### src/rtl/shift_left_seq_if.sv
// Request/response bundle for the digit-granular left shifter.
// master drives requests and accepts results; slave is the shifter.
interface shift_left_seq_if #(
    parameter int DIGIT_W = 5,
    parameter int DIGITS  = 10,
    parameter int SHIFT_W = 3
);
    localparam int W = DIGITS * DIGIT_W;

    logic               in_valid;
    logic               in_ready;
    logic [W-1:0]       in_data;
    logic [SHIFT_W-1:0] in_shift;
    logic [DIGIT_W-1:0] in_fill;
    logic               out_valid;
    logic               out_ready;
    logic [W-1:0]       out_data;
    logic               out_err;

    modport master (
        output in_valid, in_data, in_shift, in_fill, out_ready,
        input  in_ready, out_valid, out_data, out_err
    );

    modport slave (
        input  in_valid, in_data, in_shift, in_fill, out_ready,
        output in_ready, out_valid, out_data, out_err
    );
endinterface

### src/rtl/shift_left_seq.sv
// Sequential left shifter: moves a word left by 0..MAX_SHIFT digits, one digit per clock.
// Define SHIFT_LEFT_ONE_CYCLE_EN to apply the whole shift at acceptance instead.
//
//   state | meaning
//   IDLE  | waiting for a request, in_ready=1
//   SHIFT | shifting one digit per clock (absent with SHIFT_LEFT_ONE_CYCLE_EN)
//   DONE  | result presented, waiting for out_ready
module shift_left_seq #(
    parameter int DIGIT_W   = 5,
    parameter int DIGITS    = 10,
    parameter int SHIFT_W   = 3,
    parameter int MAX_SHIFT = 4
) (
    input  logic             clk,
    input  logic             rst,
    shift_left_seq_if.slave  bus
);
    localparam int W = DIGITS * DIGIT_W;

`ifdef SHIFT_LEFT_ONE_CYCLE_EN
    typedef enum logic [1:0] {IDLE, DONE} state_t;
`else
    typedef enum logic [1:0] {IDLE, SHIFT, DONE} state_t;
`endif

    state_t       state_q, state_d;
    logic [W-1:0] data_q, data_d;
    logic         err_q, err_d;
    logic         accept;
    logic         shift_zero;
    logic         shift_bad;

`ifdef SHIFT_LEFT_ONE_CYCLE_EN
    logic [W-1:0] shifted;

    always_comb begin
        shifted = bus.in_data << (DIGIT_W * int'(bus.in_shift));
        for (int i = 0; i < DIGITS; i++) begin
            if (i < int'(bus.in_shift)) begin
                shifted[i*DIGIT_W +: DIGIT_W] = bus.in_fill;
            end
        end
    end
`else
    logic [DIGIT_W-1:0] fill_q, fill_d;
    logic [SHIFT_W-1:0] cnt_q, cnt_d;
`endif

    assign bus.in_ready  = (state_q == IDLE) && !rst;
    assign bus.out_valid = (state_q == DONE);
    assign bus.out_data  = data_q;
    assign bus.out_err   = err_q;

    assign accept     = bus.in_valid && bus.in_ready;
    assign shift_zero = (bus.in_shift == '0);
    assign shift_bad  = (int'(bus.in_shift) > MAX_SHIFT);

    always_comb begin
        state_d = state_q;
        data_d  = data_q;
        err_d   = err_q;
`ifndef SHIFT_LEFT_ONE_CYCLE_EN
        fill_d  = fill_q;
        cnt_d   = cnt_q;
`endif
        case (state_q)
            IDLE: begin
                if (accept) begin
`ifndef SHIFT_LEFT_ONE_CYCLE_EN
                    fill_d = bus.in_fill;
                    cnt_d  = bus.in_shift;
`endif
                    if (shift_bad) begin
                        // illegal amount: no steps, word becomes all fill digits
                        data_d  = {DIGITS{bus.in_fill}};
                        err_d   = 1'b1;
                        state_d = DONE;
                    end else if (shift_zero) begin
                        data_d  = bus.in_data;
                        err_d   = 1'b0;
                        state_d = DONE;
                    end else begin
                        err_d   = 1'b0;
`ifdef SHIFT_LEFT_ONE_CYCLE_EN
                        data_d  = shifted;
                        state_d = DONE;
`else
                        data_d  = bus.in_data;
                        state_d = SHIFT;
`endif
                    end
                end
            end
`ifndef SHIFT_LEFT_ONE_CYCLE_EN
            SHIFT: begin
                data_d = {data_q[W-DIGIT_W-1:0], fill_q};
                cnt_d  = cnt_q - SHIFT_W'(1);
                if (cnt_q == SHIFT_W'(1)) begin
                    state_d = DONE;
                end
            end
`endif
            DONE: begin
                if (bus.out_ready) begin
                    state_d = IDLE;
                    err_d   = 1'b0;
                end
            end
            default: begin
                state_d = IDLE;
            end
        endcase
    end

    always_ff @(posedge clk) begin
        if (rst) begin
            state_q <= IDLE;
            data_q  <= '0;
            err_q   <= 1'b0;
`ifndef SHIFT_LEFT_ONE_CYCLE_EN
            fill_q  <= '0;
            cnt_q   <= '0;
`endif
        end else begin
            state_q <= state_d;
            data_q  <= data_d;
            err_q   <= err_d;
`ifndef SHIFT_LEFT_ONE_CYCLE_EN
            fill_q  <= fill_d;
            cnt_q   <= cnt_d;
`endif
        end
    end
endmodule
### src/flat_wrapper.sv
// flat-port wrapper written by rule: the top's interface ports become plain ports
module shift_left_seq_flat 
#(
    parameter int DIGIT_W   = 5,
    parameter int DIGITS    = 10,
    parameter int SHIFT_W   = 3,
    parameter int MAX_SHIFT = 4
)
  (clk, rst, bus_in_valid, bus_in_data, bus_in_shift, bus_in_fill, bus_out_ready, bus_in_ready, bus_out_valid, bus_out_data, bus_out_err);
  shift_left_seq_if #(.DIGIT_W(DIGIT_W), .DIGITS(DIGITS), .SHIFT_W(SHIFT_W)) bus_i ();
  input  logic clk;
  input  logic rst;
  input wire logic [$bits(bus_i.in_valid)-1:0] bus_in_valid;
  input wire logic [$bits(bus_i.in_data)-1:0] bus_in_data;
  input wire logic [$bits(bus_i.in_shift)-1:0] bus_in_shift;
  input wire logic [$bits(bus_i.in_fill)-1:0] bus_in_fill;
  input wire logic [$bits(bus_i.out_ready)-1:0] bus_out_ready;
  output wire logic [$bits(bus_i.in_ready)-1:0] bus_in_ready;
  output wire logic [$bits(bus_i.out_valid)-1:0] bus_out_valid;
  output wire logic [$bits(bus_i.out_data)-1:0] bus_out_data;
  output wire logic [$bits(bus_i.out_err)-1:0] bus_out_err;
  assign bus_i.in_valid = bus_in_valid;
  assign bus_i.in_data = bus_in_data;
  assign bus_i.in_shift = bus_in_shift;
  assign bus_i.in_fill = bus_in_fill;
  assign bus_i.out_ready = bus_out_ready;
  assign bus_in_ready = bus_i.in_ready;
  assign bus_out_valid = bus_i.out_valid;
  assign bus_out_data = bus_i.out_data;
  assign bus_out_err = bus_i.out_err;
  shift_left_seq #(.DIGIT_W(DIGIT_W), .DIGITS(DIGITS), .SHIFT_W(SHIFT_W), .MAX_SHIFT(MAX_SHIFT)) u_core (.clk(clk), .rst(rst), .bus(bus_i));
endmodule
### config.mk
export PLATFORM = sky130hd
export DESIGN_NAME = shift_left_seq_flat
export DESIGN_NICKNAME = d
export VERILOG_FILES = /design/src/rtl/shift_left_seq_if.sv /design/src/rtl/shift_left_seq.sv /design/src/flat_wrapper.sv
export SDC_FILE = /design/constraint.sdc
export NUM_CORES = 1
export LEC_CHECK = 0
export CORE_ASPECT_RATIO = 1.4
export CORE_MARGIN = 2
export CORE_UTILIZATION = 25
export CTS_CLUSTER_SIZE = 16
export DETAILED_ROUTE_END_ITERATION = 16
export DONT_BUFFER_PORTS = 1
export MAX_ROUTING_LAYER = met4
export PLACE_DENSITY = 0.41
export SETUP_SLACK_MARGIN = 0.05
export SLEW_MARGIN = 20
export SYNTH_ARGS = -nofsm -noshare
export SYNTH_HDL_FRONTEND = slang
export SYNTH_SLANG_ARGS = --single-unit
### constraint.sdc
create_clock -name clk -period 3.13 [get_ports clk]
set_input_delay 0.626 -clock clk [delete_from_list [all_inputs] [get_ports clk]]
set_output_delay 0.626 -clock clk [all_outputs]
set_load 0.05 [all_outputs]
==> run metrics, run 1 <==
clock tree skew after final layout=0.006127 ns; Starting Density=0.2528; final wirelength=10.92 mm; total CTS buffers=9; Global Route met3 Usage=0.04550; final worst-path cycle share=0.6597; cell area after synthesis=0.003208 sq mm; half-perimeter wire length of the detailed placement result=7.307 mm; Worst Tran Pin Value=0.8984 ns; power density over cell area=693.7 mW/mm^2; Multi-input gate area=0.001817 sq mm; cell types occupying the most area after synthesis=dfxtp_1, mux2i_1, nand2_1, o211ai_1, a21oi_1; Core ar.=0.01269 sq mm; overall die height=138.0 um; initial antenna violation count=0; number of flops mapped to enable cells by yosys=0; starting DRC count in detailed routing=119; global-route track usage on met1=0.1915; setup repair after global routing missed its margin=no; Filler Cells Inserted=1368; endpoints failing hold=0; critical path data arrival time=2.27 ns; type of the worst min-delay path=primary input to register; Chip Width=99.74 um; Post-Synthesis Net Count=466; VDD IR-drop max=0.2340 mV; num ports=115; total of cells resized after clock tree synthesis=0; share of power burned in combinational logic=0.140; global-route wire length before repair=16.90 mm; sequential fraction of the synthesis area=0.3807; via count of the first global-routing pass=2753; Final Setup Violations=0; number of nets with antenna violations after detailed routing=0; detailed-route via count=2856; floorplan die area=0.01377 sq mm; Max transition margin=0.4010; Critical Path RT=3.33 ns; fraction of registers with async set/reset=0; switching fraction of total power=0.3596; post-cts hold buffer count=0; Layout area overhead=11.54%; weighted congestion reported at the end of routability-driven placement=0.7390; time the final worst path needs with I/O delays and setup=2.065 ns; clock transition at the registers of the reported paths=0.06 ns; leading cell type in the layout, fill and taps excluded=nand2_1; Avg WL per Cell=20.37 um; met2 Usage GRT=0.2763; CTS H-tree depth=3; Detailed Routing Iterations Pass 1=5; clock tree from TritonCTS=yes; largest net degree at the start of global routing=88; Root Buffer Master=clkbuf_16; setup tns final=0 ns; number of warnings issued by yosys=0; crit path setup slack, layout=1.065 ns; maximum fanout count along the critical path=25; post-DR vias/cell=5.328; Avg Cell Area, Syn=8.000 sq um; total DRC errors in the routed layout=0; net load switching power=0.8926 mW; number of max-cap violations=0; final antenna diode count=0; Synth top area share=0.3807; synthesized flop and latch total=61; Net count, final=443; number of distinct library cell variants in the gate-level netlist after synthesis=29; Internal=1.590 mW; combined global-route utilization of all metal layers=0.1651; clock sinks=61; sum of overflow across all layers after global routing=0; cell taking the most area after synthesis=dfxtp_1; row count=49; CTS Buffer Depth=2; GRT busiest layer=met2; relative contribution of the clock network to total power=0.380; dpl ws=0.7792 ns; top achievable clock speed=484.3 MHz; primary flip-flop cell chosen by synthesis mapping=dfxtp_1; total count of max-transition violations in the final report=0; CP Capture Type=register; outcome=finished clean; share of final-layout standard cells stronger than drive strength 1=0.06789; worst setup path category=register to register; power share of the sequential group=0.480; number of instances in the synthesized netlist=401; commonest non-fill, non-tap cells in the layout=nand2_1, dfxtp_1, a21oi_1, mux2i_1, o211ai_1; buffer count from post-CTS setup fixing=0; area taken by flip-flops and latches=0.001221 sq mm; Setup crit start kind=register; Port-buffer cells=0; clock latency of the later-clocked register in the worst-skew pair=0.32 ns; leakage component of the power=1.245 nW
metal layers:
layer	share of wire	up-vias
met5	0	-
met1	0.41	1395
met2	0.53	83
li1	-	1368
met4	0.011	0
met3	0.055	10
registers in the layout, indices dropped and copies added, names as in the netlist:
name / flops
u_core.fill_q: 5
u_core.state_q: 2
u_core.cnt_q: 3
u_core.bus.out_data: 50
u_core.bus.out_err: 1
critical path, cell delays in order (launching register included):
cell and delay (ns):
dfxtp_1 0.67, or2b_2 0.55, buf_4 0.36, nor2_1 0.06, a2111oi_0 0.30
cell families (layout without fill, tap and decap cells):
family,Yosys count,count (layout),share of synthesized area
compound gates,114,114,0.2223
fa+ha+maj,3,3,0.01170
buf+inv,43,25,0.05967
flops,61,61,0.3807
mux,44,44,0.1373
simple gates,136,136,0.1884
cell usage after synthesis (3+ instances only):
cell,count
buf_4,3
nor2_1,19
o21ai_0,9
dfxtp_1,61
mux2i_1,44
clkbuf_1,21
buf_2,15
nand2b_1,16
a21oi_1,46
a2111oi_0,7
o22ai_1,6
o21ai_1,3
nand2_1,88
ha_1,3
o211ai_1,39
inv_1,3
area by class of cell:
cell class | count | share of cell area
multi-input combinational | 297 | 0.5077
sequential | 61 | 0.3413
clock buffer | 13 | 0.07273
tap | 153 | 0.05350
timing repair buffer | 6 | 0.01608
clock inverter | 3 | 0.005594
inverter | 3 | 0.003147
worst paths after layout:
kind	startpoint	end	slack (ns)	depth (start not counted)
hold / removal	rst	u_core.bus.out_data[5]	0.38	1
setup / recovery	u_core.state_q[1]	u_core.bus.out_data[30]	1.07	4
hold reg to reg	u_core.cnt_q[1]	u_core.cnt_q[1]	0.45	2
setup reg to reg	u_core.state_q[1]	u_core.bus.out_data[30]	1.07	4
through the flow:
stage	cell area, sq um	power (mW)	cells	util	hold slack, ns
after floorplan	3208	1.476	401	-	0.4319
final	3578	2.482	536	0.2820	0.3800
after global placement	3298	1.557	520	0.2599	0.4383
after detailed placement	3298	1.564	520	0.2599	0.4457
after CTS	3578	2.528	536	0.2820	0.3538
after global routing	3578	2.612	536	0.2820	0.3510
power groups by stage:
stage                     Sequential [mW]  Combinational [mW]  Clock [mW]
after global placement               1.21               0.347           0
after floorplan                      1.17               0.308           0
after CTS                            1.19               0.355       0.979
after global routing                 1.20               0.398        1.01
after detailed placement             1.21               0.353           0
final                                1.19               0.348       0.944
Power figures use the tool's default switching activity.
==> run 2, diff against run 1 <==
==> constraint.sdc (replaced) <==
create_clock -name clk -period 2 [get_ports clk]
set_input_delay 0.4 -clock clk [delete_from_list [all_inputs] [get_ports clk]]
set_output_delay 0.4 -clock clk [all_outputs]
set_load 0.05 [all_outputs]
==> run 2 against run 1 <==
Utilization rose by 1.5 points. Cell count rose by 2.2%. Clock skew hardly changed. Flip-flop and latch count is the same. Power rose by 68%. Routed wire length shrank 5.1%. Via count is 0.49% higher. Register-to-register slack got worse by 0.70 ns. Critical path depth down 1. Largest power group unchanged. First-iteration DRC count increased by 61%. Critical path type is now register to output pin. Count of clock-buffer cells in the layout is 2 lower. Largest cell class unchanged.
==> run metrics, run 2 (synthesis results as in run 1) <==
Starting Density=0.2528; CTS Buffer Depth=2; global-route wire length before repair=16.20 mm; top achievable clock speed=556.7 MHz; CTS H-tree depth=3; slowest stage cell on the critical path=dfxtp_1; weighted congestion reported at the end of routability-driven placement=0.7690; Critical Path RT=1.60 ns; outcome=finished clean; commonest non-fill, non-tap cells in the layout=nand2_1, dfxtp_1, a21oi_1, mux2i_1, o211ai_1; final wirelength=10.36 mm; power share of the sequential group=0.438; leakage component of the power=1.345 nW; Layout area overhead=17.51%; final antenna diode count=0; Max stage delay on crit path=0.51 ns; Max transition margin=0.6027; dominant delay contributor by cell family on the critical path=flip-flops; row count=49; Port-buffer cells=0; detailed-route via count=2870; Setup crit start kind=register; Root Buffer Master=clkbuf_16; number of nets with antenna violations after detailed routing=0; floorplan die area=0.01377 sq mm; relative contribution of the clock network to total power=0.412; clock sinks=61; Multi-input gate area=0.001822 sq mm; VDD IR-drop max=0.3880 mV; hold slack final=0.1390 ns; endpoints failing hold=0; clock tree skew after final layout=0.006354 ns; most repeated library cell on the critical path=buf_4; time the final worst path needs with I/O delays and setup=1.796 ns; net load switching power=1.422 mW; leading cell type in the layout, fill and taps excluded=nand2_1; CP Capture Type=output pin; total count of max-transition violations in the final report=0; clock tree from TritonCTS=yes; Core ar.=0.01269 sq mm; type of the worst min-delay path=primary input to register; total CTS buffers=9; critical path data arrival time=1.40 ns; area taken by flip-flops and latches=0.001221 sq mm; clock latency of the later-clocked register in the worst-skew pair=0.33 ns; Final Setup Violations=0; Worst Tran Pin Value=0.5952 ns; Net count, final=455; total of cells resized after clock tree synthesis=0; Filler Cells Inserted=1370; Internal=2.753 mW; final worst-path cycle share=0.8981; half-perimeter wire length of the detailed placement result=7.029 mm; switching fraction of total power=0.3406; post-DR vias/cell=5.237; worst setup path category=register to output pin; post-cts hold buffer count=0; setup repair after global routing missed its margin=no; largest net degree at the start of global routing=63; maximum fanout count along the critical path=9; Detailed Routing Iterations Pass 1=4; combined global-route utilization of all metal layers=0.1589; sum of overflow across all layers after global routing=0; share of final-layout standard cells stronger than drive strength 1=0.1013; Pwr Total=4.175 mW; via count of the first global-routing pass=2801; initial antenna violation count=0; Chip Width=99.74 um; Avg WL per Cell=18.91 um; starting DRC count in detailed routing=191; power density over cell area=1108 mW/mm^2; share of power burned in combinational logic=0.150; total DRC errors in the routed layout=0; buffer count from post-CTS setup fixing=0; overall die height=138.0 um; number of flip-flops under the largest register name=50; setup tns final=0 ns; critical path buffer and inverter count=2; worst path cell trace=buf_4 > nor2b_1 > buf_4; num ports=115; number of max-cap violations=0; clock transition at the registers of the reported paths=0.06 ns
run 2: routing by layer:
layer  share of wire  vias up  GRT usage
met5               0        -          -
met4           0.016        0    0.05768
met3           0.066       11    0.05106
met2            0.52      100     0.2621
met1            0.40     1372     0.1788
li1                -     1387          -
run 2: path summary, 6_finish.rpt:
check	from	end	slack [ns]	cells past startpoint
hold / removal	rst	u_core.bus.out_err	0.14	1
hold reg to reg	u_core.cnt_q[1]	u_core.cnt_q[1]	0.44	2
setup / recovery	u_core.state_q[1]	bus_out_valid	0.20	3
setup reg to reg	u_core.state_q[0]	u_core.bus.out_data[8]	0.37	7
run 2: stage by stage:
step / util / instance area (sq um) / instances / setup slack (ns)
finish: 0.2971 / 3770 / 548 / 0.2037
global route: 0.2971 / 3770 / 548 / 0.1353
CTS: 0.2971 / 3770 / 548 / 0.1954
detailed placement: 0.2713 / 3443 / 532 / 0.1886
global placement: 0.2713 / 3443 / 532 / 0.1986
floorplan: - / 3213 / 401 / 0.1363
run 2: cell type report:
class / instances / share of cell area
Timing Repair Buffer: 18 / 0.05244
Multi-Input combinational cell: 297 / 0.4832
Clock buffer: 11 / 0.06439
Inverter: 3 / 0.002987
Sequential cell: 61 / 0.3239
Clock inverter: 5 / 0.02224
Tap cell: 153 / 0.05078
run 2: power groups by stage:
stage / Clock [mW] / Sequential (mW) / Combinational (mW)
3_3_place_gp: 0 / 1.86 / 0.616
6_report: 1.72 / 1.83 / 0.625
4_1_cts: 1.78 / 1.83 / 0.633
5_1_grt: 1.85 / 1.85 / 0.699
2_1_floorplan: 0 / 1.83 / 0.484
3_5_place_dp: 0 / 1.86 / 0.631
==> run 3, diff against run 2 <==
--- a/config.mk
+++ b/config.mk
@@ -6,7 +6,7 @@
 export NUM_CORES = 1
 export LEC_CHECK = 0
 export CORE_ASPECT_RATIO = 1.4
-export CORE_MARGIN = 2
+export CORE_MARGIN = 5
 export CORE_UTILIZATION = 25
 export CTS_CLUSTER_SIZE = 16
 export DETAILED_ROUTE_END_ITERATION = 16
==> run 3 against run 2 <==
First-iteration DRC count is 8.9% lower. Sequential share of layout area is 0.065 points higher. Clock skew is 0.0014 ns lower. Routed wire length is 5.2% higher. Highest routed layer unchanged. Register-to-register slack worse by 0.13 ns.
==> run metrics, run 3 (synthesis results as in run 1) <==
final wirelength=10.91 mm; switching fraction of total power=0.3371; utilization of the core after routing=0.2950; row count=49; type of the worst min-delay path=primary input to register; clock tree skew after final layout=0.004997 ns; share of power burned in combinational logic=0.148; Max stage delay on crit path=0.49 ns; setup tns final=0 ns; top achievable clock speed=560.8 MHz; endpoints failing hold=0; power share of the sequential group=0.438; number of nets with antenna violations after detailed routing=0; half-perimeter wire length of the detailed placement result=7.602 mm; clock transition at the registers of the reported paths=0.05 ns; weighted congestion reported at the end of routability-driven placement=0.7851; leading cell type in the layout, fill and taps excluded=nand2_1; clock sinks=61; Net count, final=452; critical path buffer and inverter count=2; Root Buffer Master=clkbuf_16; CP Capture Type=output pin; power density over cell area=1114 mW/mm^2; clock latency of the later-clocked register in the worst-skew pair=0.33 ns; overall die height=144.0 um; via count of the first global-routing pass=2869; num ports=115; critical path data arrival time=1.38 ns; Post-Place Cells=529; setup repair after global routing missed its margin=no; wl on met1=4.569 mm; commonest non-fill, non-tap cells in the layout=nand2_1, dfxtp_1, a21oi_1, mux2i_1, o211ai_1; total CTS buffers=9; VDD IR-drop max=0.4333 mV; total DRC errors in the routed layout=0; maximum fanout count along the critical path=8; time the final worst path needs with I/O delays and setup=1.783 ns; dominant delay contributor by cell family on the critical path=flip-flops; CTS H-tree depth=3; global-route wire length before repair=16.68 mm; sum of overflow across all layers after global routing=0; starting DRC count in detailed routing=174; metal2 WL=5.564 mm; Chip Width=105.7 um; combined global-route utilization of all metal layers=0.1480; floorplan die area=0.01523 sq mm; total of cells resized after clock tree synthesis=0; buffer count from post-CTS setup fixing=0; Port-buffer cells=0; dpl ws=0.1769 ns; leakage component of the power=1.344 nW; most repeated library cell on the critical path=buf_4; initial antenna violation count=1; Starting Density=0.2516; hold slack final=0.1336 ns; Post-Layout Cell Count=546; post-route cell area=0.003762 sq mm; Final Setup Violations=0; Filler Cells Inserted=1383; final worst-path cycle share=0.8916; total met3 wirelength after detailed routing=674 um; worst setup path category=register to output pin; Reg2Reg Setup Slack=0.24 ns; largest net degree at the start of global routing=63; CTS Buffer Depth=2; post-cts hold buffer count=0; Setup crit start kind=register; slowest stage cell on the critical path=dfxtp_1; Pwr Total=4.191 mW; post-DR vias/cell=5.174; number of max-cap violations=0; Layout area overhead=17.28%; Detailed Routing Iterations Pass 1=4; Avg WL per Cell=19.98 um; number of flip-flops under the largest register name=50; clock tree from TritonCTS=yes; relative contribution of the clock network to total power=0.414; Core ar.=0.01275 sq mm; crit path setup slack, layout=0.2168 ns; outcome=finished clean; worst path cell trace=buf_4 > nor2b_1 > buf_4; Internal=2.778 mW; total count of max-transition violations in the final report=0; Critical Path RT=1.60 ns; detailed-route via count=2825; placed cell area=0.003433 sq mm; Max transition margin=0.5971; share of final-layout standard cells stronger than drive strength 1=0.09439; Worst Tran Pin Value=0.6035 ns; top routing layer in use=met4; net load switching power=1.413 mW
run 3: worst paths after layout:
| check | from | endpoint | depth (start not counted) |
|---|---|---|---|
| worst max-delay path | u_core.state_q[1] | bus_out_valid | 3 |
| worst min-delay path | rst | u_core.bus.out_err | 1 |
| worst max register to register | u_core.state_q[0] | u_core.bus.out_data[3] | 5 |
| worst min register to register | u_core.cnt_q[1] | u_core.cnt_q[1] | 2 |
run 3: metal layers:
metal	global-route usage	vias up
met4	0.05184	0
li1	-	1392
met1	0.1619	1346
met5	-	-
met2	0.2507	79
met3	0.05181	8
run 3: power by group through the flow:
stage	registers [mW]	clock network, mW	logic (mW)
final	1.83	1.74	0.621
after global routing	1.85	1.82	0.700
after CTS	1.84	1.77	0.633
after detailed placement	1.87	0	0.629
after global placement	1.87	0	0.617
after floorplan	1.83	0	0.484
run 3: area by class of cell:
class / instances / area (sq um) / share of cell area
Antenna cell: 1 / 2.502 / 0.0006651
Clock buffer: 12 / 256.5 / 0.06817
Clock inverter: 4 / 70.07 / 0.01862
Inverter: 3 / 11.26 / 0.002993
Multi-Input combinational cell: 297 / 1822 / 0.4842
Sequential cell: 61 / 1221 / 0.3246
Tap cell: 153 / 191.4 / 0.05088
Timing Repair Buffer: 15 / 187.7 / 0.04988
run 3: worst reg2reg max path, stage by stage, from the launching register on:
cell     delay [ns]
dfxtp_1        0.43
nor4b_4        0.61
buf_12         0.30
nand2_1        0.10
o21ai_0        0.09
o22ai_1        0.11
